<file path="src/rtl/dac_frame_scheduler.sv">
`timescale 1ns/1ps
// Arbitrates decimated samples against host config words and serialises each
// winner as a 16-bit MSB-first SPI frame. The optional load strobe is enabled by DAC_FRAME_SCHED_LDAC_EN.
module dac_frame_scheduler #(
  parameter int unsigned SCLK_DIV   = 2,
  parameter int unsigned CS_GAP     = 2,
  parameter logic [3:0]  CMD_SAMPLE = 4'h3
) (
  input  logic        dac_clk,
  input  logic        reset,
  input  logic        sample_strobe,
  input  logic [11:0] sample_data,
  output logic        sample_overrun,
  input  logic        cfg_valid,
  input  logic [15:0] cfg_word,
  output logic        cfg_ready,
  output logic        dac_sclk,
  output logic        dac_sdo,
  output logic        dac_cs,
`ifdef DAC_FRAME_SCHED_LDAC_EN
  output logic        dac_ldac,
`endif
  output logic        busy
);

  localparam int unsigned FRAME_W   = 16;
  localparam int unsigned BIT_W     = 4;
  localparam int unsigned PHASE_MAX = 2 * SCLK_DIV;
  localparam int unsigned CNT_MAX   = (PHASE_MAX > CS_GAP) ? PHASE_MAX : CS_GAP;
  localparam int unsigned CNT_W     = $clog2(CNT_MAX + 1);

  typedef enum logic [1:0] {
    ST_IDLE  = 2'd0,
    ST_SHIFT = 2'd1,
    ST_GAP   = 2'd2
  } state_e;

  state_e               state_q, state_d;
  logic [CNT_W-1:0]     cnt_q, cnt_d;
  logic [BIT_W-1:0]     bit_q, bit_d;
  logic [FRAME_W-1:0]   shift_q, shift_d;
  logic                 smp_pend_q, smp_pend_d;
  logic [FRAME_W-1:0]   smp_word_q, smp_word_d;
  logic                 cfg_pend_q, cfg_pend_d;
  logic [FRAME_W-1:0]   cfg_word_q, cfg_word_d;
  logic                 last_cfg_q, last_cfg_d;
  logic                 cs_q, cs_d;
  logic                 sclk_q, sclk_d;
  logic                 sdo_q, sdo_d;
  logic                 busy_q, busy_d;
  logic                 ovr_q, ovr_d;
  logic                 cfg_rdy_q, cfg_rdy_d;
  logic                 grant_smp, grant_cfg;
`ifdef DAC_FRAME_SCHED_LDAC_EN
  logic                 ldac_q, ldac_d;
  logic                 frame_smp_q, frame_smp_d;
`endif

  // Next-state, slot bookkeeping and registered-output computation
  always_comb begin
    state_d    = state_q;
    cnt_d      = cnt_q;
    bit_d      = bit_q;
    shift_d    = shift_q;
    smp_pend_d = smp_pend_q;
    smp_word_d = smp_word_q;
    cfg_pend_d = cfg_pend_q;
    cfg_word_d = cfg_word_q;
    last_cfg_d = last_cfg_q;
    cs_d       = cs_q;
    sclk_d     = sclk_q;
    sdo_d      = sdo_q;
    busy_d     = busy_q;
    ovr_d      = 1'b0;
    cfg_rdy_d  = cfg_rdy_q;
    grant_smp  = 1'b0;
    grant_cfg  = 1'b0;
`ifdef DAC_FRAME_SCHED_LDAC_EN
    ldac_d      = ldac_q;
    frame_smp_d = frame_smp_q;
`endif

    case (state_q)
      ST_IDLE: begin
        // On a tie the sample wins only if the host went last
        if (smp_pend_q && (!cfg_pend_q || last_cfg_q)) begin
          grant_smp = 1'b1;
        end else if (cfg_pend_q) begin
          grant_cfg = 1'b1;
        end
        if (grant_smp || grant_cfg) begin
          state_d    = ST_SHIFT;
          shift_d    = grant_smp ? smp_word_q : cfg_word_q;
          sdo_d      = shift_d[FRAME_W-1];
          cs_d       = 1'b0;
          sclk_d     = 1'b0;
          busy_d     = 1'b1;
          cnt_d      = '0;
          bit_d      = '0;
          last_cfg_d = grant_cfg;
`ifdef DAC_FRAME_SCHED_LDAC_EN
          frame_smp_d = grant_smp;
`endif
        end
      end

      ST_SHIFT: begin
        if (cnt_q == CNT_W'(PHASE_MAX - 1)) begin
          cnt_d  = '0;
          sclk_d = 1'b0;
          if (bit_q == BIT_W'(FRAME_W - 1)) begin
            state_d = ST_GAP;
            cs_d    = 1'b1;
            sdo_d   = 1'b0;
`ifdef DAC_FRAME_SCHED_LDAC_EN
            ldac_d  = !frame_smp_q;
`endif
          end else begin
            bit_d   = bit_q + BIT_W'(1);
            shift_d = {shift_q[FRAME_W-2:0], 1'b0};
            sdo_d   = shift_q[FRAME_W-2];
          end
        end else begin
          cnt_d  = cnt_q + CNT_W'(1);
          sclk_d = (cnt_d >= CNT_W'(SCLK_DIV));
        end
      end

      ST_GAP: begin
        if (cnt_q == CNT_W'(CS_GAP - 1)) begin
          state_d = ST_IDLE;
          busy_d  = 1'b0;
          cnt_d   = '0;
`ifdef DAC_FRAME_SCHED_LDAC_EN
          ldac_d  = 1'b1;
`endif
        end else begin
          cnt_d = cnt_q + CNT_W'(1);
        end
      end

      default: state_d = ST_IDLE;
    endcase

    // A strobe in the grant cycle refills the slot without counting as overrun
    if (grant_smp) smp_pend_d = 1'b0;
    if (sample_strobe) begin
      smp_word_d = {CMD_SAMPLE, sample_data};
      smp_pend_d = 1'b1;
      ovr_d      = smp_pend_q && !grant_smp;
    end

    if (grant_cfg) cfg_pend_d = 1'b0;
    if (cfg_valid && cfg_rdy_q) begin
      cfg_pend_d = 1'b1;
      cfg_word_d = cfg_word;
    end
    cfg_rdy_d = !cfg_pend_d;
  end

  always_ff @(posedge dac_clk or negedge reset) begin
    if (!reset) begin
      state_q    <= ST_IDLE;
      cnt_q      <= '0;
      bit_q      <= '0;
      shift_q    <= '0;
      smp_pend_q <= 1'b0;
      smp_word_q <= '0;
      cfg_pend_q <= 1'b0;
      cfg_word_q <= '0;
      last_cfg_q <= 1'b1;
      cs_q       <= 1'b1;
      sclk_q     <= 1'b0;
      sdo_q      <= 1'b0;
      busy_q     <= 1'b0;
      ovr_q      <= 1'b0;
      cfg_rdy_q  <= 1'b1;
`ifdef DAC_FRAME_SCHED_LDAC_EN
      ldac_q      <= 1'b1;
      frame_smp_q <= 1'b0;
`endif
    end else begin
      state_q    <= state_d;
      cnt_q      <= cnt_d;
      bit_q      <= bit_d;
      shift_q    <= shift_d;
      smp_pend_q <= smp_pend_d;
      smp_word_q <= smp_word_d;
      cfg_pend_q <= cfg_pend_d;
      cfg_word_q <= cfg_word_d;
      last_cfg_q <= last_cfg_d;
      cs_q       <= cs_d;
      sclk_q     <= sclk_d;
      sdo_q      <= sdo_d;
      busy_q     <= busy_d;
      ovr_q      <= ovr_d;
      cfg_rdy_q  <= cfg_rdy_d;
`ifdef DAC_FRAME_SCHED_LDAC_EN
      ldac_q      <= ldac_d;
      frame_smp_q <= frame_smp_d;
`endif
    end
  end

  assign sample_overrun = ovr_q;
  assign cfg_ready      = cfg_rdy_q;
  assign dac_sclk       = sclk_q;
  assign dac_sdo        = sdo_q;
  assign dac_cs         = cs_q;
  assign busy           = busy_q;
`ifdef DAC_FRAME_SCHED_LDAC_EN
  assign dac_ldac       = ldac_q;
`endif

endmodule

</file>
<file path="config.mk">
export PLATFORM = sky130hd
export DESIGN_NAME = dac_frame_scheduler
export DESIGN_NICKNAME = d
export VERILOG_FILES = /design/src/rtl/dac_frame_scheduler.sv
export SDC_FILE = /design/constraint.sdc
export NUM_CORES = 1
export LEC_CHECK = 0
export CAP_MARGIN = 20
export CORE_ASPECT_RATIO = 2
export CORE_MARGIN = 4
export CORE_UTILIZATION = 55
export DETAILED_ROUTE_END_ITERATION = 8
export GPL_TIMING_DRIVEN = 1
export PLACE_DENSITY = 0.81
export SYNTH_ARGS = -nofsm -noshare
export SYNTH_HDL_FRONTEND = slang
export SYNTH_SLANG_ARGS = --single-unit
export TNS_END_PERCENT = 100
</file>
<file path="constraint.sdc">
create_clock -name dac_clk -period 2.2 [get_ports dac_clk]
set_clock_uncertainty 0.05 [all_clocks]
set_input_delay 0.55 -clock dac_clk [delete_from_list [all_inputs] [get_ports dac_clk]]
set_output_delay 0.55 -clock dac_clk [all_outputs]
set_load 0.005 [all_outputs]
</file>
## Word level (Yosys, flattened, before mapping)

Cells that the tools add are included.

| word-level totals | value |
|---|---|
| register bits after elaboration | 62 |
| bits in latches | 0 |
| RAM bits | 0 |
| ROM bits | 0 |
| bits of input ports | 32 |
| output and inout bits | 6 |
| word-level logic and storage cells | 92 |
| memories | 0 |

| operators by class | value |
|---|---|
| $add $sub $neg | 2 |
| multiply operators | 0 |
| divide/modulo/power cells | 0 |
| $lt $le $gt $ge | 1 |
| eq/ne operators | 10 |
| shifts and indexed selects | 0 |
| muxes and demuxes | 43 |
| bitwise operators | 0 |
| reductions and logical operators | 21 |

Operators by type and width:

| kind | number |
|---|---|
| two-way mux 15 bit | 3 |
| case mux 15 bit (2 select lines) | 1 |
| two-way mux 1 bit | 21 |
| two-way mux 16 bit | 1 |
| two-way mux 4 bit | 3 |
| AND reduction 4 bit | 3 |
| inequality test 2 bit (second input constant) | 5 |
| two-way mux 3 bit | 3 |
| case mux 3 bit (3 select lines) | 1 |
| two-way mux 2 bit | 4 |
| case mux 1 bit (2 select lines) | 4 |
| case mux 4 bit (2 select lines) | 1 |
| case mux 2 bit (3 select lines) | 1 |
| AND reduction 2 bit | 3 |
| AND reduction 3 bit | 2 |
| nonzero test 2 bit | 3 |
| adder 4 x 1 -> 4 bit (second input constant) | 1 |
| == test 4 bit (second input constant) | 1 |
| adder 3 x 1 -> 3 bit (second input constant) | 1 |
| == test 3 x 1 -> 1 bit (second input constant) | 1 |
| == test 3 x 2 -> 1 bit (second input constant) | 1 |
| greater-or-equal comparator 3 x 2 -> 1 bit (second input constant) | 1 |
| logical AND 1 bit | 3 |
| zero test 1 bit | 3 |
| 5 further kinds | 6 |

## Logic depth before layout (Yosys ltp)

| depth | value |
|---|---|
| depth after elaboration | 9 |
| mapped depth | 10 |
| depth with buffers taken out | 6 |

## Worst setup path after synthesis

Ideal clock, no wire load.

| timing | value |
|---|---|
| path kind | reg2reg |
| start | reg state_q[0] |
| end | reg bit_q[2] |
| setup time | 0.123 ns |
| arrival time | 1.744 ns |
| required time | 2.027 ns |
| setup slack | 0.282 ns |
| stages on the path, launching flop included | 11 |
| path buffers | 4 |
| clock period less this slack | 1.918 ns |
| path through | dfrtp_1 > inv_1 > ha_1 > buf_6 > or3b_1 > buf_6 > and2_4 > buf_6 > buf_6 > a21oi_2 > a21oi_1 |

| on the way | value |
|---|---|
| word-level cells in the longest chain between the ends | 3 |
| elaborated cells on any way between the ends | 8 |
| those cells by class | 4 x eq/ne; 1 x mux; 3 x reduce/logical |

RTL lines:

| item | RTL line | text |
|---|---|---|
| start: declaration | 38 | `state_e state_q, state_d;` |
| start signal: assignment | 183 | `state_q <= state_d;` |
| == test 2 x 1 -> 1 bit / zero test 2 bit (equally long branches) | 83 | `case (state_q)` |
| inequality test 2 bit (no line) / nonzero test 2 bit (equally long branches) | n/a |  |
| AND reduction 4 bit (no line) | n/a |  |
| end signal: assignment | 185 | `bit_q <= bit_d;` |
| end: declaration | 40 | `logic [BIT_W-1:0] bit_q, bit_d;` |

Several ways; a longest one is shown, not always the timed one.
A chain may end at the register's enable or synchronous reset.

## Worst setup path after layout

| timing | value |
|---|---|
| start | reg state_q[0] |
| end | reg shift_q[6] |

| on the way | value |
|---|---|
| word-level cells in the longest chain between the ends | 3 |
| elaborated cells on any way between the ends | 8 |
| those cells by class | 4 x eq/ne; 1 x mux; 3 x reduce/logical |

RTL lines:

| item | RTL line | text |
|---|---|---|
| == test 2 x 1 -> 1 bit / zero test 2 bit (equally long branches) | 83 |  |
| inequality test 2 bit (no line) / nonzero test 2 bit (equally long branches) | n/a |  |
| AND reduction 4 bit (no line) | n/a |  |
| end signal: assignment | 186 | `shift_q <= shift_d;` |
| end: declaration | 41 | `logic [FRAME_W-1:0] shift_q, shift_d;` |

Several ways; a longest one is shown, not always the timed one.

==> impl_metrics.ini <==
[synth]
synth_edf_count = 0
ys_warn_count = 0
synth_top_cell_area_share = 0.495
yosysTopAreaCell = dfrtp_1
synth_commonest_cells = dfrtp_1, mux2_2, a211oi_1
synth_nets = 309
ys.flop_type = dfrtp_1
synth.area.top_cells = dfrtp_1, mux2_2, a211oi_1
synth_area_um2 = 2980
synth_area_per_cell_um2 = 11.1
yosys_register_bits = 62
yosys.cell_count.top_type = dfrtp_1
synthArstFlopShare = 1.00
netlist_instances = 268
synth_cell_types = 39
ys_seq_area_frac = 0.522

[power_and_ir_drop]
vdd_ir_drop_max_v = 0.000738
power.total_mw = 2.51
clkPwrFrac = 0.365
p_comb_frac = 0.100
power.share.switching = 0.228
power_frac_seq = 0.535
powerDensity_nw_per_um2 = 697
switchingPower_mw = 0.573
p_int_mw = 1.94
p_leak_nw = 1.53

[cts]
clock_sinks = 62
clock_path_buffers = 2
cts_max_level = 3
cts_buffers = 9
hold_buffers = 0
cts_setup_buffers = 0
cts_root_buf = clkbuf_8
clk_pin_slew_ns = 0.07
clk_latency_ns = 0.34
cts_tree = built

[die]
initial_utilization = 0.575
row_count = 37
die_h_um = 112
io_pins = 38
die_x_um = 60.1
core_um2 = 5180
die_area_um2 = 6730

[cells_and_area]
drive_above_1_share = 0.213
fin_nets = 351
n_antenna_cell = 0
finalNonFillerCells = 373
syn_to_final_growth_pct = 20.9
finish.utilization = 0.695
fill_cells = 386

[timing]
rsz0062_at_grt = no
worst-slew-pin-transition_ns = 0.599
slew_violations = 0
fin_tns_setup_ns = 0
fin_crit_sh = 0.937
max_freq_mhz = 485
setup_ws_ns = 0.139
fin_crit_ns = 2.06
relSlewSlack = 0.600
hold_violations = 0
setup_violations = 0

[place]
gp_congestion = 0.903
port_buffers = 37
dpl.cell_count = 357
place_hpwl_um = 4720
post-place-ws_ns = 0.0752

[routing]
drcViolationCount = 0
avgRoutedWirePerCell_um = 17.0
wl_um = 6330
viasPerCell = 6.00
vias = 2237
drt_iter0_markers = 89
drt_first_pass_iters = 4
ant_nets = 0

[outcome]
status = completed

[critical_path]
path_cells = inv_1, ha_1, nor2b_1, nand2_1, a211oi_1, a211oi_1
worstSetupStartpointType = flop
ff2ff_setup_slack_ns = 0.14
arrival_ns = 2.21
critPathSlowestCell = dfrtp_1
cp_common_cell = a211oi_1
end_kind = flop
worstSetupPathType = flop to flop
required_ns = 2.35
path_max_fanout = 14
cpPeakStageDelay_ns = 0.42

[job]
maxCapViolCount = 0

[worst_hold_path]
min_path_type = primary input to asynchronous set/reset pin

[grt]
grt_usage = 0.214
antenna_found_initial = 0
grt-ovfl-total = 0
grt_pass1_vias = 2304
grt_max_degree = 48
grt_pass1_wl_um = 10700
worst max-delay path, delay by kind of cell, from the launching register on:
| family | cells | cell delay (ns) |
|---|---|---|
| simple gates | 2 | 0.54 |
| compound gates | 2 | 0.52 |
| flops | 1 | 0.42 |
| fa+ha+maj | 1 | 0.28 |
| buf+inv | 1 | 0.11 |
power by group through the flow:
stage	combinational (mW)	clock, mW	sequential [mW]
2_1_floorplan	0.148	0	1.34
3_3_place_gp	0.244	0	1.36
3_5_place_dp	0.254	0	1.36
4_1_cts	0.255	0.938	1.34
5_1_grt	0.278	1.00	1.36
6_report	0.251	0.918	1.34
timing repair:
item	in CTS	in global routing
endpoints found under the setup margin	0	4
hold endpoints to repair	0	0
resized for setup	0	2
worst paths after layout:
kind,from,endpoint,cells past startpoint
setup / recovery,state_q[0],shift_q[6],6
hold / removal,reset,cfg_word_q[1],1
setup reg to reg,state_q[0],shift_q[6],6
hold reg to reg,smp_word_q[12],smp_word_q[12],1
max in group asynchronous,reset,last_cfg_q,2
min in group dac_clk,smp_word_q[12],smp_word_q[12],1
per-stage QoR:
| step | hold WS (ns) | instance area, µm² |
|---|---|---|
| CTS | 0.0789 | 3590 |
| global placement | 0.414 | 3410 |
| global route | 0.0883 | 3600 |
| detailed placement | 0.418 | 3410 |
| floorplan | 0.204 | 2980 |
| finish | 0.0769 | 3600 |
sequential cells by signal (all words and copies together) (netlist names), 2 cells and up:
signal      cells
state_q         2
smp_word_q     13
cnt_q           3
shift_q        15
bit_q           4
cfg_word_q     16
layer usage:
metal,part of all wire,global-route usage,vias up
li1,-,-,1060
met1,0.37,0.231,1105
met2,0.56,0.369,57
met3,0.038,0.0437,15
met4,0.036,0.121,0
met5,0,0,-
cells by family after synthesis:
group                      Yosys count  synth area share
and+or+nand+nor                     72             0.123
AOI/OAI and AO/OA                   68             0.155
DFF                                 62             0.522
muxes                               31             0.116
buffers and inverters               26            0.0462
adders and majority gates            9            0.0378
layout make-up:
| type | instances | area, µm² | share of cell area |
|---|---|---|---|
| Timing Repair Buffer | 47 | 453 | 0.126 |
| Tap cell | 58 | 72.6 | 0.0201 |
| Inverter | 10 | 37.5 | 0.0104 |
| Sequential cell | 62 | 1560 | 0.432 |
| Multi-Input combinational cell | 180 | 1300 | 0.361 |
| Clock buffer | 12 | 165 | 0.0458 |
| Clock inverter | 4 | 20.0 | 0.00556 |
cells in the final DEF (no fill, tap or decap), drive strengths merged, types with 2 or more instances in the layout:
cell	Yosys	routed
dfrtp	59	59
clkdlybuf4s50	0	36
mux2	29	29
a211oi	22	22
nor2	19	19
nand2	17	17
and3	13	13
o22ai	12	12
clkbuf	9	12
buf	7	11
inv	10	10
a31oi	10	10
ha	9	9
o21ai	7	7
nand3	7	7
a21oi	5	5
clkinv	0	4
and2	4	4
or2	3	3
nand4	3	3
dfstp	3	3
nand2b	2	2
mux2i	2	2
a21boi	2	2
o31ai	2	2
No activity file was read; power rests on OpenSTA's default activity.
